### src/rtl/cpu_pkg.sv
// Shared types and constants for the 16-bit five-stage CPU.
package cpu_pkg;

  localparam int INSTR_W = 16;
  localparam int ADDR_W  = 16;

  typedef enum logic [3:0] {
    OP_ADD = 4'h0,
    OP_SUB = 4'h1,
    OP_AND = 4'h2,
    OP_OR  = 4'h3,
    OP_LD  = 4'h8,
    OP_ST  = 4'h9,
    OP_BEQ = 4'hA,
    OP_JMP = 4'hB,
    OP_HLT = 4'hF
  } opcode_e;

  localparam logic [3:0] HLT_OP_DEFAULT = OP_HLT;

  typedef struct packed {
    logic [INSTR_W-1:0] instr;
    logic [ADDR_W-1:0]  pc_incr;
  } fetch_entry_t;

  function automatic logic [3:0] opcode_of(input logic [INSTR_W-1:0] instr);
    return instr[15:12];
  endfunction

endpackage

### src/rtl/fetch_fifo.sv
// DEPTH-entry synchronous prefetch queue with flush; head is read straight from storage.
module fetch_fifo
  import cpu_pkg::*;
#(
  parameter int DEPTH = 2,
  localparam int PW = $clog2(DEPTH),
  localparam int CW = PW + 1
) (
  input  logic         clk_i,
  input  logic         rst_i,
  input  logic         push_i,
  input  logic         pop_i,
  input  logic         flush_i,
  input  fetch_entry_t data_i,
  output fetch_entry_t head_o,
  output logic [CW-1:0] count_o,
  output logic         empty_o
);

  localparam logic [PW-1:0] PTR_ONE = PW'(1);
  localparam logic [CW-1:0] CNT_ONE = CW'(1);
  localparam logic [CW-1:0] DEPTH_C = CW'(DEPTH);

  fetch_entry_t  mem_q [DEPTH];
  logic [PW-1:0] wr_ptr_q, rd_ptr_q;
  logic [CW-1:0] count_q, count_d;
  logic          full_s, push_en_s, pop_en_s;

  assign empty_o   = (count_q == '0);
  assign full_s    = (count_q == DEPTH_C);
  assign pop_en_s  = pop_i && !empty_o;
  assign push_en_s = push_i && (!full_s || pop_en_s);
  assign head_o    = mem_q[rd_ptr_q];
  assign count_o   = count_q;

  // Occupancy update
  always_comb begin
    count_d = count_q;
    case ({push_en_s, pop_en_s})
      2'b10:   count_d = count_q + CNT_ONE;
      2'b01:   count_d = count_q - CNT_ONE;
      default: count_d = count_q;
    endcase
  end

  // Storage, pointers and count; flush only rewinds the pointers
  always_ff @(posedge clk_i or posedge rst_i) begin
    if (rst_i) begin
      wr_ptr_q <= '0;
      rd_ptr_q <= '0;
      count_q  <= '0;
      for (int i = 0; i < DEPTH; i++) mem_q[i] <= '0;
    end else if (flush_i) begin
      wr_ptr_q <= '0;
      rd_ptr_q <= '0;
      count_q  <= '0;
    end else begin
      if (push_en_s) begin
        mem_q[wr_ptr_q] <= data_i;
        wr_ptr_q        <= wr_ptr_q + PTR_ONE;
      end
      if (pop_en_s) rd_ptr_q <= rd_ptr_q + PTR_ONE;
      count_q <= count_d;
    end
  end

  fetch_fifo_chk u_chk (
    .clk_i  (clk_i),
    .rst_i  (rst_i),
    .push_i (push_i),
    .pop_i  (pop_en_s),
    .flush_i(flush_i),
    .full_i (full_s)
  );

endmodule

### src/rtl/fetch_fifo_chk.sv
// Overflow checker for the fetch prefetch queue.
module fetch_fifo_chk (
  input logic clk_i,
  input logic rst_i,
  input logic push_i,
  input logic pop_i,
  input logic flush_i,
  input logic full_i
);

  ovf_a: assert property (@(posedge clk_i) disable iff (rst_i)
    !(push_i && full_i && !pop_i && !flush_i));

endmodule

### src/rtl/fetch_unit.sv
// Instruction fetch stage: PC, credit-based memory issue, prefetch queue, redirect and halt.
// Define FETCH_PERF_EN to add the stall_cnt / flush_cnt performance counters.
module fetch_unit
  import cpu_pkg::*;
#(
  parameter int               DEPTH    = 2,
  parameter logic [ADDR_W-1:0] PC_INCR  = 16'h0001,
  parameter logic [ADDR_W-1:0] RESET_PC = 16'h0000,
  parameter logic [3:0]        HLT_OP   = HLT_OP_DEFAULT
) (
  input  logic               clk,
  input  logic               rst,
  output logic [ADDR_W-1:0]  im_addr,
  output logic               im_rd_en,
  input  logic [INSTR_W-1:0] im_instr,
  input  logic               redirect,
  input  logic [ADDR_W-1:0]  redirect_pc,
  output logic               out_valid,
  input  logic               out_ready,
  output logic [INSTR_W-1:0] out_instr,
  output logic [ADDR_W-1:0]  out_pc_incr,
  output logic               hlt_fetched
`ifdef FETCH_PERF_EN
  ,
  output logic [15:0]        stall_cnt,
  output logic [15:0]        flush_cnt
`endif
);

  localparam int CW = $clog2(DEPTH) + 1;
  localparam logic [CW-1:0] DEPTH_C = CW'(DEPTH);

  logic [ADDR_W-1:0] pc_q, pc_d;
  logic [ADDR_W-1:0] tag_q, tag_d;
  logic              inflight_q, inflight_d;
  logic              hlt_q, hlt_d;

  logic [CW-1:0]     count_s, occupancy_s;
  logic              empty_s, issue_s, push_s, pop_s, hlt_set_s;
  fetch_entry_t      push_data_s, head_s;

  // Queue entries plus the outstanding read must stay within the queue size
  assign occupancy_s = count_s + CW'(inflight_q);
  assign issue_s     = !rst && !hlt_q && !redirect && (occupancy_s < DEPTH_C);
  // A late response is dropped after a redirect or once HLT is queued
  assign push_s      = inflight_q && !redirect && !hlt_q;
  assign pop_s       = out_valid && out_ready;
  assign hlt_set_s   = push_s && (opcode_of(im_instr) == HLT_OP);

  assign push_data_s.instr   = im_instr;
  assign push_data_s.pc_incr = tag_q + PC_INCR;

  assign im_addr     = pc_q;
  assign im_rd_en    = issue_s;
  assign out_valid   = !empty_s;
  assign out_instr   = head_s.instr;
  assign out_pc_incr = head_s.pc_incr;
  assign hlt_fetched = hlt_q;

  // Next PC, in-flight tag and halt state; redirect overrides everything
  always_comb begin
    pc_d       = pc_q;
    tag_d      = tag_q;
    inflight_d = 1'b0;
    hlt_d      = hlt_q;
    if (redirect) begin
      pc_d  = redirect_pc;
      hlt_d = 1'b0;
    end else begin
      if (issue_s) begin
        pc_d       = pc_q + PC_INCR;
        tag_d      = pc_q;
        inflight_d = 1'b1;
      end else begin
        inflight_d = 1'b0;
      end
      if (hlt_set_s) begin
        hlt_d = 1'b1;
      end else begin
        hlt_d = hlt_q;
      end
    end
  end

  // Fetch state registers
  always_ff @(posedge clk or posedge rst) begin
    if (rst) begin
      pc_q       <= RESET_PC;
      tag_q      <= 16'h0000;
      inflight_q <= 1'b0;
      hlt_q      <= 1'b0;
    end else begin
      pc_q       <= pc_d;
      tag_q      <= tag_d;
      inflight_q <= inflight_d;
      hlt_q      <= hlt_d;
    end
  end

  fetch_fifo #(.DEPTH(DEPTH)) u_fifo (
    .clk_i  (clk),
    .rst_i  (rst),
    .push_i (push_s),
    .pop_i  (pop_s),
    .flush_i(redirect),
    .data_i (push_data_s),
    .head_o (head_s),
    .count_o(count_s),
    .empty_o(empty_s)
  );

`ifdef FETCH_PERF_EN
  logic [15:0] stall_cnt_q, flush_cnt_q;

  // Saturating stall and flush counters
  always_ff @(posedge clk or posedge rst) begin
    if (rst) begin
      stall_cnt_q <= 16'h0000;
      flush_cnt_q <= 16'h0000;
    end else begin
      if (out_ready && !out_valid && (stall_cnt_q != 16'hFFFF)) begin
        stall_cnt_q <= stall_cnt_q + 16'h0001;
      end
      if (redirect && (flush_cnt_q != 16'hFFFF)) begin
        flush_cnt_q <= flush_cnt_q + 16'h0001;
      end
    end
  end

  assign stall_cnt = stall_cnt_q;
  assign flush_cnt = flush_cnt_q;
`endif

endmodule

### config.mk
export PLATFORM = sky130hd
export DESIGN_NAME = fetch_unit
export DESIGN_NICKNAME = d
export VERILOG_FILES = /design/src/rtl/cpu_pkg.sv /design/src/rtl/fetch_fifo.sv /design/src/rtl/fetch_fifo_chk.sv /design/src/rtl/fetch_unit.sv
export SDC_FILE = /design/constraint.sdc
export NUM_CORES = 1
export LEC_CHECK = 0
export CELL_PAD_IN_SITES_DETAIL_PLACEMENT = 1
export CELL_PAD_IN_SITES_GLOBAL_PLACEMENT = 1
export CORE_ASPECT_RATIO = 1.1
export CORE_MARGIN = 5
export CORE_UTILIZATION = 38
export DETAILED_ROUTE_END_ITERATION = 8
export PLACE_DENSITY = 0.84
export SYNTH_ARGS = -nofsm -noshare
export SYNTH_HDL_FRONTEND = slang
export SYNTH_SLANG_ARGS = --single-unit
### constraint.sdc
create_clock -name clk -period 3 [get_ports clk]
set_input_delay 0.3 -clock clk [delete_from_list [all_inputs] [get_ports clk]]
set_output_delay 0.3 -clock clk [all_outputs]
set_load 0.03 [all_outputs]
[Yosys cells after proc, flatten, opt, wreduce, memory -nomap -nowiden]
Index checks and enable logic that the tools add are counted.
Storage, ports and cells
  register bits: 102
  input bits: 36
  logic and storage cells: 71
Operators by class
  add/subtract/negate cells: 7
  $lt $le $gt $ge: 4
  equality and inequality tests: 4
  multiplexer cells: 18
  bitwise gates (word level): 3
  reduce and logical (&&, ||, !) cells: 24
Operator list (number)
  $mux W32: 4
  $bwmux W64: 1
  $add A16 B1 Y16 const B: 2
  $demux W32 S1: 1
  $mux W16: 2
  $logic_and A1 B1 Y1: 10
  $mux W1: 8
  $reduce_bool A2 Y1: 4
  $logic_not A1 Y1: 5
  $eq A2 B2 Y1 const B: 2
  $eq A4 B4 Y1 const B: 1
  $ge A2 B2 Y1 const B: 2
  $not A1 Y2: 2
  $pmux W2 S2: 1
  $reduce_and A2 Y1: 2
  $reduce_bool A3 Y1: 1
  $add A1 B1 Y1 const B: 2
  $add A2 B1 Y2: 1
  $add A2 B1 Y2 const B: 1
  $eq A2 B1 Y1 const B: 1
  $logic_not A2 Y1: 1
  $lt A2 B1 Y1 const B: 1
  $lt A2 B2 Y1 const B: 1
  $mux W2: 1
  3 further kinds: 3

[Depth between registers and ports, before layout]
  word-level depth: 9
  gate-level depth with buffers: 7
  gate-level depth less buffers: 5

[Modules after synthesis]
From an unflattened synthesis, not the netlist that was laid out.
Unflattened totals
  cells, all modules: 384
  area, all modules: 5066.1 µm²
By module, submodules not included
  fetch_fifo: times used 1, cells each 199, area each 3140.5 µm²
  fetch_unit: times used 1, cells each 185, area each 1925.6 µm²

[Worst setup path before layout]
No wires, ideal clock.
  path type: reg-to-reg
  start: reg hlt_q (netlist: hlt_fetched)
  end: reg u_fifo.mem_q[16] in the netlist's numbering
  library setup time: 0.125 ns
  arrival: 1.903 ns
  data required time: 2.875 ns
  path slack: 0.972 ns
  cell stages (with the launch flop): 7
  buffers on the path: 3
  clock period less this slack: 2.028 ns
  cells stage by stage: dfrtp_1 nand2b_1 buf_2 or4b_4 buf_6 buf_6 mux2_4
Between the ends
  longest elaborated chain between the ends: 4
Ends and longest elaborated chain
  start: declaration: line fetch_unit.sv:36  | logic hlt_q, hlt_d;
  start signal: assignment: line fetch_unit.sv:96  | hlt_q <= hlt_d;
  $logic_not A1 Y1: line fetch_unit.sv:46  | assign push_s = inflight_q && !redirect && !hlt_q;
  $logic_and A1 B1 Y1: line fetch_unit.sv:46
  $logic_and A1 B1 Y1: line fetch_fifo.sv:32  | assign push_en_s = push_i && (!full_s || pop_en_s);
  $reduce_and A2 Y1 (no line)
  end signal: indexed assignment: line fetch_fifo.sv:59  | mem_q[wr_ptr_q] <= data_i;
  end: declaration: line fetch_fifo.sv:24  | fetch_entry_t mem_q [DEPTH];
Every way passes these cells.
A chain may end at the register's enable or synchronous reset.

[Worst setup path in the final report]
  start: reg u_fifo.count_q[1] (netlist: u_fifo.count_o[1])
  end: out im_rd_en
Between the ends
  longest elaborated chain between the ends: 3
Ends and longest elaborated chain
  start: declaration: line fetch_fifo.sv:26  | logic [CW-1:0] count_q, count_d;
  start signal: assignment: line fetch_fifo.sv:63  | count_q <= count_d;
  $add A2 B1 Y2: line fetch_unit.sv:43  | assign occupancy_s = count_s + CW'(inflight_q);
  $lt A2 B2 Y1: line fetch_unit.sv:44  | assign issue_s = !rst && !hlt_q && !redirect && (occupancy_s < DEPTH_C);
  $logic_and A1 B1 Y1: line fetch_unit.sv:44
  end: declaration: line fetch_unit.sv:14  | output logic im_rd_en,
Every way passes these cells.

==> flow_summary.yaml <==
power:
  p_sw_uw: 1445
  powerDensity_nw_per_um2: 726.0
  pwr-share-comb_pct: 30.5
  total_power_uw: 4491
  switching_share_pct: 32.18
  power_frac_clock_pct: 27.4
  ir_drop_v: 0.0002996
  power.share.sequential_pct: 42.1
  power.internal_uw: 3046
  power.leakage_uw: 0.002551
floorplan:
  ios: 87
  start_util_pct: 38.63
  rows: 43
  die-area_um2: 15160
  fp.dieH_um: 128.7
  design.core.area_um2: 12590
  die_w_um: 117.9
timing:
  relSlewSlack_pct: 44.78
  hold_viol_final: 0
  rsz0062_at_grt: "false"
  max_freq_ghz: 0.4039
  min_period_ps: 2476
  hold_slack_ps: 482.3
  worst_clock_skew_ps: 7.364
  fin_ws_ps: 523.8
  slew_violations: 0
  period_share_pct: 82.54
  worst_pin_slew_ps: 828.4
  tns_ps: 0
  setup-violations-final: 0
final_layout:
  num_antenna_cells: 0
  fin_cells: 663
  layout.nets: 540
  syn2layout_area_growth_pct: 27.19
  drive_gt1_share_pct: 21.74
  nFillCells: 1379
outcome:
  status: "finished clean"
drt:
  viasPerCell: 5.308
  vias: 3519
  wl_per_cell_um: 18.24
  ant_nets: 0
  postRouteWirelength_um: 12100
  first_pass_iters: 4
  drc: 0
  drtIter0Drc: 141
setup_path:
  path_buf_inv: 1
  end_kind: "output port"
  crit_family: "buffers and inverters"
  reg2reg_from: "hlt_fetched$_DFFE_PP0P_"
  worst_path_max_delay_cell: "clkdlybuf4s50_1"
  crit_start: "u_fifo.count_o[1]$_DFFE_PP0P_"
  cp_cell_sequence: "nand3b_1, nand3_1, nor2_1, clkdlybuf4s50_1"
  r2r_slack_ps: 820
  critPathRequiredTime_ps: 2700
  critPathMaxStageDelay_ps: 710
  cp-start-kind: "register"
  crit_type: "reg -> out"
  crit_fanout: 9
  arrival_ps: 2180
global_routing:
  first_global_vias: 4038
  grt_util_all_layers_pct: 16.60
  gr-total-overflow: 0
  grt_pass1_wl_um: 20560
  grt_max_degree: 68
  antenna_found_initial: 0
placement:
  dpl.hpwl_um: 8738
  place_congestion: 0.8038
  place_inst: 648
  dpl_worst_slack_ps: 536.5
  port_buffers: 86
synthesis:
  ys_warn_count: 0
  yosysSeqAreaShare_pct: 52.48
  synth_nets: 461
  ys_ff_latch: 102
  ys.flop_type: "dfrtp_1"
  ys_async_sr_fraction_pct: 100.0
  synth_top_area_share_pct: 52.48
  synth_top_area_cell: "dfrtp_1"
  synth_cell_types: 46
  synth.area.top_cells: "dfrtp_1 (52%), mux2_2 (16%), mux2_4 (3.1%), nand2_1 (2.6%), nor2_1 (2.3%)"
  syn_area_per_cell_um2: 11.50
  synth-edff-count: 0
  synth_area_um2: 4863
  synthCells: 423
run:
  maxCapViolCount: 0
clocking:
  cts_sinks: 102
  htree_levels: 3
  path_clk_slew_ps: 70
  insertion_delay_ps: 350
  cts_setup_buffers: 0
  tritoncts: "done"
  cts_hold_buf: 0
  numCtsBuffers: 9
  cts_max_path_buffers: 2
  clockRootBuffer: "clkbuf_16"
  ctsResizeCount: 0
worst_hold_path:
  hold_class: "reg -> reg"
  min_from: "u_fifo.mem_q[4]$_DFFE_PP0P_"
==> power groups by stage <==
stage          clock, uW  sequential, uW  combinational (uW)
6_report            1230            1890                1370
5_1_grt             1300            1930                1470
4_1_cts             1260            1890                1390
3_5_place_dp           0            1910                1380
3_3_place_gp           0            1880                1330
2_1_floorplan          0            1880                 854
==> metrics by stage <==
stage          utilization [%]  cell area, um^2
2_1_floorplan                -             4863
3_3_place_gp             46.66             5874
3_5_place_dp             46.66             5874
4_1_cts                  49.14             6186
5_1_grt                  49.14             6186
6_report                 49.14             6186
==> layer usage <==
metal,up-vias,wire length (um),GRT usage (%)
met3,12,354,2.989
li1,1670,-,-
met2,70,6199,29.53
met5,-,0,0
met4,0,178,5.870
met1,1767,5363,20.34
==> cell type report <==
type	instances	area (um^2)	area share, %
Clock buffer	9	225.2	3.641
Clock inverter	6	86.33	1.396
Inverter	7	28.78	0.4652
Multi-Input combinational cell	290	2178	35.21
Sequential cell	102	2552	41.26
Tap cell	157	196.4	3.176
Timing Repair Buffer	92	918.4	14.85
==> path summary, 6_finish.rpt <==
path                                                     end  cells after the start
worst max-delay path                                im_rd_en                      4
worst min-delay path             u_fifo.mem_q[4]$_DFFE_PP0P_                      2
worst max register to register  u_fifo.mem_q[17]$_DFFE_PP0P_                      3
worst min register to register   u_fifo.mem_q[4]$_DFFE_PP0P_                      2
max in group asynchronous        u_fifo.mem_q[8]$_DFFE_PP0P_                      3
min in group asynchronous               tag_q[3]$_DFFE_PP0P_                      2
==> registers in the layout, indices dropped and copies added (netlist names) <==
register,cells
hlt_fetched,1
im_addr,16
inflight_q,1
tag_q,16
u_fifo.count_o,2
u_fifo.mem_q,64
u_fifo.rd_ptr_q,1
u_fifo.wr_ptr_q,1
==> placed cells by master, fill, tap and decap left out, drive strengths merged, types with 2 or more instances in the layout <==
| master | instances |
|---|---|
| nor3 | 2 |
| o21ai | 23 |
| a21oi | 16 |
| o31ai | 6 |
| buf | 6 |
| nor2 | 31 |
| and4 | 2 |
| nand4 | 11 |
| mux2i | 2 |
| nand3 | 12 |
| mux2 | 81 |
| or3 | 3 |
| xor2 | 10 |
| o211ai | 3 |
| or4 | 9 |
| or2 | 3 |
| nand2 | 34 |
| inv | 7 |
| xnor2 | 10 |
| bufinv | 2 |
| clkbuf | 9 |
| ha | 2 |
| clkdlybuf4s50 | 86 |
| clkinv | 3 |
| and3 | 4 |
| a31oi | 8 |
| dfrtp | 102 |
| nor4 | 7 |
==> worst reg2reg max path, cell delays in order (launching register included) <==
cell,delay (ps)
dfrtp_1,440
nand2b_1,360
or4b_4,860
mux2_4,410
==> logic make-up after synthesis <==
family	after synthesis	share of synthesized area (%)
AND/OR/NAND/NOR	125	13.38
AO/OA/AOI/OAI	60	7.178
XOR/XNOR	20	3.602
multiplexers	83	19.94
flip-flops	102	52.48
adder cells (fa/ha/maj)	2	0.5145
buffers and inverters	31	2.907
==> cells in the mapped netlist, types with 2 or more instances <==
| cell type | count |
|---|---|
| buf_2 | 5 |
| and4_1 | 2 |
| nor4_1 | 6 |
| mux2_2 | 70 |
| o211ai_1 | 3 |
| xnor2_1 | 10 |
| o21ai_0 | 20 |
| ha_1 | 2 |
| mux2_4 | 10 |
| nand2_1 | 34 |
| nand4_1 | 11 |
| xor2_1 | 10 |
| nor2_1 | 30 |
| inv_1 | 6 |
| dfrtp_1 | 102 |
| a31oi_1 | 8 |
| nand3_1 | 12 |
| or3_1 | 3 |
| nor3_1 | 2 |
| or4_1 | 9 |
| clkbuf_1 | 15 |
| o21ai_1 | 3 |
| buf_6 | 2 |
| a21oi_1 | 16 |
| and3_1 | 4 |
| o31ai_1 | 6 |
| or2_2 | 2 |
| mux2i_1 | 2 |
No activity file was read; power rests on OpenSTA's default activity.
